<file path="src/rtl/key_seq_reader_pkg.sv">
// key_pkg: shared types and constants for the protection-key reader.
//   key_state_e  - sequencer states (IDLE/UNLOCK/READ/FINISH)
//   *_SEL/*_IDLE - bus-window levels driven while the key is selected / idle
//   READ_NIB_DEF - default BA7..BA4 value used for read strobes
//   max2()       - elaboration-time helper for counter sizing
package key_pkg;

    typedef enum logic [1:0] {
        ST_IDLE   = 2'd0,
        ST_UNLOCK = 2'd1,
        ST_READ   = 2'd2,
        ST_FINISH = 2'd3
    } key_state_e;

    // Bus-window decode levels seen by the key GAL
    localparam logic SSER_SEL  = 1'b0;
    localparam logic SSER_IDLE = 1'b1;
    localparam logic BA13_SEL  = 1'b0;
    localparam logic BA13_IDLE = 1'b1;
    localparam logic BA12_SEL  = 1'b1;
    localparam logic BA12_IDLE = 1'b0;
    localparam logic BR_W_READ = 1'b1;
    localparam logic BR_W_IDLE = 1'b0;

    localparam logic [3:0] NIB_IDLE     = 4'h0;
    localparam logic [3:0] READ_NIB_DEF = 4'h0;

    function automatic int max2(input int a, input int b);
        return (a > b) ? a : b;
    endfunction

endpackage

</file>
<file path="src/rtl/key_seq_reader_if.sv">
// key_seq_reader_if: bundle of the CPU-side control/result signals and the
// key device pins for key_seq_reader.
//   slave  - the reader itself (drives busy/done/result and the key pins)
//   master - the environment (CPU register block plus the key's SDRD pin)
interface key_seq_reader_if #(
    parameter int NBITS   = 16,
    parameter int SEQ_LEN = 4
);
    logic                 start;
    logic                 abort;
    logic [SEQ_LEN*4-1:0] unlock_seq;
    logic                 busy;
    logic                 done;
    logic                 aborted;
    logic [NBITS-1:0]     data_out;
    logic                 key_sser_n;
    logic                 key_ba13;
    logic                 key_ba12;
    logic [3:0]           key_ba_nib;
    logic                 key_br_w;
    logic                 key_clk;
    logic                 key_sdrd;

    modport slave (
        input  start, abort, unlock_seq, key_sdrd,
        output busy, done, aborted, data_out,
               key_sser_n, key_ba13, key_ba12, key_ba_nib, key_br_w, key_clk
    );

    modport master (
        output start, abort, unlock_seq, key_sdrd,
        input  busy, done, aborted, data_out,
               key_sser_n, key_ba13, key_ba12, key_ba_nib, key_br_w, key_clk
    );
endinterface

</file>
<file path="src/rtl/key_seq_reader_access_timer.sv">
// key_access_timer: phase generator for one key bus access.
// An access is SETUP_CYC cycles with key_clk low followed by STROBE_CYC
// cycles with key_clk high; accesses repeat back to back while i_run is high.
//   clk, rst        - system clock, synchronous active-high reset
//   i_run           - hold high to keep issuing accesses; low parks in SETUP
//   o_key_clk       - registered key clock (high during STROBE)
//   o_sample        - last SETUP cycle (cycle before key_clk rises)
//   o_access_done   - last STROBE cycle of an access
module key_access_timer
    import key_pkg::*;
#(
    parameter int SETUP_CYC  = 2,
    parameter int STROBE_CYC = 2
) (
    input  logic clk,
    input  logic rst,
    input  logic i_run,
    output logic o_key_clk,
    output logic o_sample,
    output logic o_access_done
);
    localparam int TW = $clog2(max2(SETUP_CYC, STROBE_CYC) + 1);

    logic [TW-1:0] r_cnt;
    logic          r_strobe;
    logic          w_setup_end;
    logic          w_strobe_end;

    assign w_setup_end  = !r_strobe && (r_cnt == TW'(SETUP_CYC - 1));
    assign w_strobe_end =  r_strobe && (r_cnt == TW'(STROBE_CYC - 1));

    always_ff @(posedge clk) begin
        if (rst || !i_run) begin
            // Parking in SETUP/0 means the next run starts a fresh access
            // and key_clk can never be left high after an early exit.
            r_cnt    <= '0;
            r_strobe <= 1'b0;
        end else if (w_setup_end) begin
            r_cnt    <= '0;
            r_strobe <= 1'b1;
        end else if (w_strobe_end) begin
            r_cnt    <= '0;
            r_strobe <= 1'b0;
        end else begin
            r_cnt    <= r_cnt + TW'(1);
        end
    end

    assign o_key_clk     = r_strobe;
    assign o_sample      = w_setup_end;
    assign o_access_done = w_strobe_end;

endmodule

</file>
<file path="src/rtl/key_seq_reader.sv">
// key_seq_reader: drives the protection-key GAL bus window, issues the
// unlock nibble sequence, then reads NBITS serial SDRD bits MSB first.
//   clk, rst - system clock, synchronous active-high reset
//   bus      - key_seq_reader_if.slave:
//              start/abort/unlock_seq in, busy/done/aborted/data_out out,
//              key_sser_n/ba13/ba12/ba_nib/br_w/key_clk out, key_sdrd in
module key_seq_reader
    import key_pkg::*;
#(
    parameter int         NBITS      = 16,
    parameter int         SEQ_LEN    = 4,
    parameter int         SETUP_CYC  = 2,
    parameter int         STROBE_CYC = 2,
    parameter logic [3:0] READ_NIB   = READ_NIB_DEF
) (
    input logic              clk,
    input logic              rst,
    key_seq_reader_if.slave  bus
);
    localparam int CW = $clog2(max2(NBITS, SEQ_LEN) + 1);

    key_state_e                r_state;
    key_state_e                w_next;
    logic [CW-1:0]             r_cnt;
    logic [SEQ_LEN-1:0][3:0]   r_seq;
    logic [NBITS-1:0]          r_data;
    logic                      r_aborted;
    logic                      r_abort_pend;

    logic                      w_active;
    logic                      w_next_active;
    logic                      w_last;
    logic                      w_key_clk;
    logic                      w_sample;
    logic                      w_acc_done;
    logic                      w_abort_req;
    logic [3:0]                w_unlock_nib;
    logic [NBITS-1:0]          w_shift;

    assign w_active      = (r_state == ST_UNLOCK) || (r_state == ST_READ);
    assign w_next_active = (w_next  == ST_UNLOCK) || (w_next  == ST_READ);
    assign w_last        = (r_state == ST_UNLOCK) ? (r_cnt == CW'(SEQ_LEN - 1))
                                                  : (r_cnt == CW'(NBITS - 1));
    // An abort seen during STROBE is remembered until the strobe ends.
    assign w_abort_req   = bus.abort || r_abort_pend;

    // Timer runs only while staying in an access state; it is parked on the
    // IDLE cycle so the first UNLOCK cycle is SETUP cycle 0.
    key_access_timer #(
        .SETUP_CYC  (SETUP_CYC),
        .STROBE_CYC (STROBE_CYC)
    ) u_timer (
        .clk           (clk),
        .rst           (rst),
        .i_run         (w_active && w_next_active),
        .o_key_clk     (w_key_clk),
        .o_sample      (w_sample),
        .o_access_done (w_acc_done)
    );

    generate
        if (NBITS > 1) begin : g_shift
            assign w_shift = {r_data[NBITS-2:0], bus.key_sdrd};
        end else begin : g_shift1
            assign w_shift = bus.key_sdrd;
        end
    endgenerate

    always_comb begin
        w_unlock_nib = NIB_IDLE;
        for (int k = 0; k < SEQ_LEN; k++) begin
            if (r_cnt == CW'(k)) w_unlock_nib = r_seq[k];
        end
    end

    always_comb begin
        w_next = r_state;
        unique case (r_state)
            ST_IDLE: begin
                if (bus.start) w_next = ST_UNLOCK;
            end
            ST_UNLOCK, ST_READ: begin
                // Abort with key_clk low leaves at once (no strobe issued);
                // with key_clk high the strobe is allowed to finish.
                if (bus.abort && !w_key_clk) begin
                    w_next = ST_FINISH;
                end else if (w_acc_done) begin
                    if (w_abort_req)
                        w_next = ST_FINISH;
                    else if (w_last)
                        w_next = (r_state == ST_UNLOCK) ? ST_READ : ST_FINISH;
                end
            end
            ST_FINISH: w_next = ST_IDLE;
            default:   w_next = ST_IDLE;
        endcase
    end

    always_ff @(posedge clk) begin
        if (rst) begin
            r_state      <= ST_IDLE;
            r_cnt        <= '0;
            r_seq        <= '0;
            r_data       <= '0;
            r_aborted    <= 1'b0;
            r_abort_pend <= 1'b0;
        end else begin
            r_state <= w_next;
            if (r_state == ST_IDLE) begin
                r_cnt        <= '0;
                r_abort_pend <= 1'b0;
                if (bus.start) begin
                    r_seq     <= bus.unlock_seq;
                    r_data    <= '0;
                    r_aborted <= 1'b0;
                end
            end else if (w_active) begin
                if (bus.abort && w_key_clk) r_abort_pend <= 1'b1;
                // Counter restarts on the UNLOCK->READ hand-off.
                if (w_acc_done) r_cnt <= w_last ? '0 : r_cnt + CW'(1);
                // An abort on the sample cycle exits before the strobe, so
                // that bit is not taken.
                if (r_state == ST_READ && w_sample && !bus.abort)
                    r_data <= w_shift;
                if (w_next == ST_FINISH && w_abort_req) r_aborted <= 1'b1;
            end
        end
    end

    assign bus.busy       = w_active;
    assign bus.done       = (r_state == ST_FINISH);
    assign bus.aborted    = r_aborted;
    assign bus.data_out   = r_data;
    assign bus.key_sser_n = w_active ? SSER_SEL  : SSER_IDLE;
    assign bus.key_ba13   = w_active ? BA13_SEL  : BA13_IDLE;
    assign bus.key_ba12   = w_active ? BA12_SEL  : BA12_IDLE;
    assign bus.key_br_w   = w_active ? BR_W_READ : BR_W_IDLE;
    assign bus.key_clk    = w_key_clk;
    assign bus.key_ba_nib = (r_state == ST_UNLOCK) ? w_unlock_nib :
                            (r_state == ST_READ)   ? READ_NIB     : NIB_IDLE;

endmodule

</file>
<file path="src/flat_wrapper.sv">
// flat-port wrapper written by rule: the top's interface ports become plain ports
module key_seq_reader_flat import key_pkg::*;
#(
    parameter int         NBITS      = 16,
    parameter int         SEQ_LEN    = 4,
    parameter int         SETUP_CYC  = 2,
    parameter int         STROBE_CYC = 2,
    parameter logic [3:0] READ_NIB   = READ_NIB_DEF
)
  (clk, rst, bus_start, bus_abort, bus_unlock_seq, bus_key_sdrd, bus_busy, bus_done, bus_aborted, bus_data_out, bus_key_sser_n, bus_key_ba13, bus_key_ba12, bus_key_ba_nib, bus_key_br_w, bus_key_clk);
  key_seq_reader_if #(.NBITS(NBITS), .SEQ_LEN(SEQ_LEN)) bus_i ();
  input logic clk;
  input logic rst;
  input wire logic [$bits(bus_i.start)-1:0] bus_start;
  input wire logic [$bits(bus_i.abort)-1:0] bus_abort;
  input wire logic [$bits(bus_i.unlock_seq)-1:0] bus_unlock_seq;
  input wire logic [$bits(bus_i.key_sdrd)-1:0] bus_key_sdrd;
  output wire logic [$bits(bus_i.busy)-1:0] bus_busy;
  output wire logic [$bits(bus_i.done)-1:0] bus_done;
  output wire logic [$bits(bus_i.aborted)-1:0] bus_aborted;
  output wire logic [$bits(bus_i.data_out)-1:0] bus_data_out;
  output wire logic [$bits(bus_i.key_sser_n)-1:0] bus_key_sser_n;
  output wire logic [$bits(bus_i.key_ba13)-1:0] bus_key_ba13;
  output wire logic [$bits(bus_i.key_ba12)-1:0] bus_key_ba12;
  output wire logic [$bits(bus_i.key_ba_nib)-1:0] bus_key_ba_nib;
  output wire logic [$bits(bus_i.key_br_w)-1:0] bus_key_br_w;
  output wire logic [$bits(bus_i.key_clk)-1:0] bus_key_clk;
  assign bus_i.start = bus_start;
  assign bus_i.abort = bus_abort;
  assign bus_i.unlock_seq = bus_unlock_seq;
  assign bus_i.key_sdrd = bus_key_sdrd;
  assign bus_busy = bus_i.busy;
  assign bus_done = bus_i.done;
  assign bus_aborted = bus_i.aborted;
  assign bus_data_out = bus_i.data_out;
  assign bus_key_sser_n = bus_i.key_sser_n;
  assign bus_key_ba13 = bus_i.key_ba13;
  assign bus_key_ba12 = bus_i.key_ba12;
  assign bus_key_ba_nib = bus_i.key_ba_nib;
  assign bus_key_br_w = bus_i.key_br_w;
  assign bus_key_clk = bus_i.key_clk;
  key_seq_reader #(.NBITS(NBITS), .SEQ_LEN(SEQ_LEN), .SETUP_CYC(SETUP_CYC), .STROBE_CYC(STROBE_CYC), .READ_NIB(READ_NIB)) u_core (.clk(clk), .rst(rst), .bus(bus_i));
endmodule
</file>
<file path="config.mk">
export PLATFORM = sky130hd
export DESIGN_NAME = key_seq_reader_flat
export DESIGN_NICKNAME = d
export VERILOG_FILES = /design/src/rtl/key_seq_reader_pkg.sv /design/src/rtl/key_seq_reader_if.sv /design/src/rtl/key_seq_reader_access_timer.sv /design/src/rtl/key_seq_reader.sv /design/src/flat_wrapper.sv
export SDC_FILE = /design/constraint.sdc
export NUM_CORES = 1
export LEC_CHECK = 0
export BUFFER_PORTS_ARGS = -buffer_cell sky130_fd_sc_hd__buf_2
export CAP_MARGIN = 10
export CELL_PAD_IN_SITES_DETAIL_PLACEMENT = 1
export CELL_PAD_IN_SITES_GLOBAL_PLACEMENT = 2
export CORE_UTILIZATION = 28
export DETAILED_ROUTE_END_ITERATION = 8
export PLACE_DENSITY = 0.75
export SETUP_SLACK_MARGIN = 0.3
export SYNTH_ARGS = -nofsm -noshare
export SYNTH_HDL_FRONTEND = slang
export SYNTH_SLANG_ARGS = --single-unit
</file>
<file path="constraint.sdc">
create_clock -name clk -period 2.3 [get_ports clk]
set_input_delay 0.345 -clock clk [delete_from_list [all_inputs] [get_ports clk]]
set_output_delay 0.345 -clock clk [all_outputs]
set_load 0.005 [all_outputs]
</file>
==> impl_metrics.py <==
metrics = {
    "die": {
        "core_um2": 7330,
        "rows": 31,
        "dieWidth_um": 89.5,
        "io_pins": 49,
        "die_area_um2": 8000,
        "start_util": 0.292,
        "die_h_um": 89.5,
    },
    "sta": {
        "final_max_slew_viol_count": 0,
        "finalHoldViolCount": 0,
        "fmax_mhz": 501,
        "finClkSkew_ns": 0.00596,
        "rsz0062_at_grt": "yes",
        "finalCritPeriodShare": 0.867,
        "slew_headroom": 0.738,
        "fin_setup_tns_ns": 0,
        "tightest_slew_ns": 0.391,
        "layout_min_cycle_time_ns": 1.99,
        "setup_viol": 0,
    },
    "placement": {
        "hpwl_um": 4020,
        "finalWeightedCongestion": 0.802,
        "portBuffers": 48,
        "post-place-cells": 390,
    },
    "routing": {
        "wl_um": 5770,
        "drt-pass1-iter-count": 3,
        "drtIter0Drc": 56,
        "post_drt_wl_per_cell_um": 14.2,
        "vias_per_cell": 4.71,
        "antenna_left": 0,
        "vias": 1913,
        "drc": 0,
    },
    "grt": {
        "grt_pass1_wl_um": 9020,
        "gr-total-overflow": 0,
        "first_global_vias": 1818,
        "top_usage_layer": "met2",
        "met2_usage": 0.232,
        "grt_util_met1": 0.203,
        "grt.total_usage": 0.150,
        "gr-usage-met3": 0.0342,
        "antenna_found_initial": 0,
        "grt_max_degree": 17,
    },
    "critical_path": {
        "ff2ff_path_depth": 9,
        "path_class": "flip-flop to flip-flop",
        "critPathMaxFanout": 4,
        "cp.arrival_ns": 2.18,
        "cp_data_required_time_ns": 2.49,
        "cp-start-kind": "flip-flop",
        "critPathCaptureType": "flip-flop",
    },
    "pwr": {
        "power_leakage_uw": 0.00110,
        "max-vdd-ir-drop_mv": 0.192,
        "total_power_uw": 1530,
        "powerDensity_nw_per_um2": 530,
    },
    "yosys": {
        "synth_edf_count": 0,
        "netlist_top_cells_area": "dfxtp_1 (41%), nand2_1 (8.1%), ha_1 (7.6%), mux2i_1 (5.6%), a21oi_1 (5.1%)",
        "synthesis.area_um2": 2140,
        "synthArstFlopShare": 0,
        "postSynthCellCount": 246,
        "synth_common_cells": "nand2_1 (46), dfxtp_1 (44), a21oi_1 (22)",
        "synth_seq_cells": 44,
        "ys_seq_area_frac": 0.411,
        "yosysMostFrequentCell": "nand2_1",
        "synth_ff_type": "dfxtp_1",
        "yosysTopAreaCell": "dfxtp_1",
        "synth.distinct_cells": 39,
        "yosysTopAreaCellShare": 0.411,
        "yosys_warnings": 0,
        "synth_nets": 280,
        "synth_area_per_cell_um2": 8.71,
    },
    "clock_tree": {
        "path_clk_slew_ns": 0.08,
        "numCtsBuffers": 5,
        "clock-root-buffer": "clkbuf_8",
        "cts_tree": "yes",
        "htree_levels": 2,
        "insertion_delay_ns": 0.30,
        "clock_sinks": 44,
        "cts_buffer_depth": 2,
    },
    "layout": {
        "nNetsFinal": 340,
        "fill_cells": 866,
        "areaGrowthSynthToFinish_pct": 35.3,
        "layoutNonFillerInstCount": 406,
        "drive_above_1_share": 0.397,
        "n_antenna_cell": 0,
    },
    "hold_path": {
        "whs_path_depth": 3,
        "min_path_type": "input pin to flip-flop",
    },
    "flow_run": {
        "drv_cap": 0,
    },
    "status": {
        "status": "completed",
    },
}
-- final timing paths --
check,start,endpoint,slack [ns]
setup reg to reg,u_core.r_cnt[0],u_core.u_timer.r_cnt[0],0.31
hold reg to reg,u_core.r_seq[2],u_core.r_seq[2],0.47
setup / recovery,u_core.r_cnt[0],u_core.u_timer.r_cnt[0],0.31
hold / removal,bus_unlock_seq[3],u_core.r_seq[3],0.27
-- timing repair --
item / 4_1_cts / 5_1_grt
setup endpoints to repair: 7 / 12
setup buffers: 5 / 3
pin swaps: 11 / 14
gates resized for setup: 19 / 20
hold buffers: 0 / 0
-- stage by stage --
| step | hold WS (ns) | setup WS (ns) | util | instance area [µm²] |
|---|---|---|---|---|
| floorplan | 0.426 | 0.197 | - | 2210 |
| global placement | 0.442 | 0.264 | 0.350 | 2570 |
| detailed placement | 0.451 | 0.170 | 0.350 | 2570 |
| CTS | 0.264 | 0.297 | 0.378 | 2770 |
| global route | 0.266 | 0.225 | 0.395 | 2900 |
| finish | 0.275 | 0.306 | 0.395 | 2900 |
-- state kept, by name, indices dropped and copies added (netlist names) --
signal and cells:
u_core.u_timer.r_cnt 2, u_core.r_abort_pend 1, u_core.r_cnt 5, u_core.bus.aborted 1, u_core.r_state 2, u_core.u_timer.o_key_clk 1, u_core.r_seq 16, u_core.bus.data_out 16
-- placed cells by master, fill, tap and decap left out, drive strengths merged, types with 2 or more instances in the layout --
master and count:
ha 13, and3 2, mux2i 12, clkinv 2
a31oi 2, nor2b 4, o21ai 8, inv 12
dfxtp 44, buf 66, mux2 5, o221ai 3
nand3 2, clkbuf 6, xor2 2, a211oi 3
nand2 46, nor3 6, a2111oi 5, nor2 29
a21oi 22
-- layout make-up --
type / instances / area [µm²] / area share
Clock buffer: 6 / 82.6 / 0.0285
Clock inverter: 2 / 10.0 / 0.00345
Inverter: 12 / 47.5 / 0.0164
Multi-Input combinational cell: 177 / 1360 / 0.471
Sequential cell: 44 / 895 / 0.309
Tap cell: 99 / 124 / 0.0427
Timing Repair Buffer: 66 / 375 / 0.130
-- per-layer routing --
layer | vias to the layer above | share of wire
li1 | 954 | -
met1 | 923 | 0.49
met2 | 28 | 0.46
met3 | 8 | 0.030
met4 | 0 | 0.015
met5 | - | 0
-- power by group --
part	internal, µW	leakage [µW]	switching, µW
Clock	240	0.0000510	266
Combinational	99.6	0.000691	129
Sequential	782	0.000360	19.3
Total	1120	0.00110	413
-- cells by family (layout without fill, tap and decap cells) --
family,after synthesis,count (layout),share of synthesized area
and+or+nand+nor,96,96,0.218
AOI/OAI and AO/OA,49,49,0.148
DFF,44,44,0.411
buffers and inverters,25,86,0.0561
muxes,17,17,0.0824
adders and majority gates,13,13,0.0759
xor gates and xnor gates,2,2,0.00818
-- critical path, cell delays in order, from the launching register on --
cell and delay [ns]:
dfxtp_4 0.39, ha_4 0.14, and3_4 0.22, ha_4 0.12, nor2b_4 0.15, o22ai_2 0.07, o311ai_2 0.30, ha_1 0.28
nand3b_1 0.15, nor3_1 0.06
(Power assumes the default switching activity.)
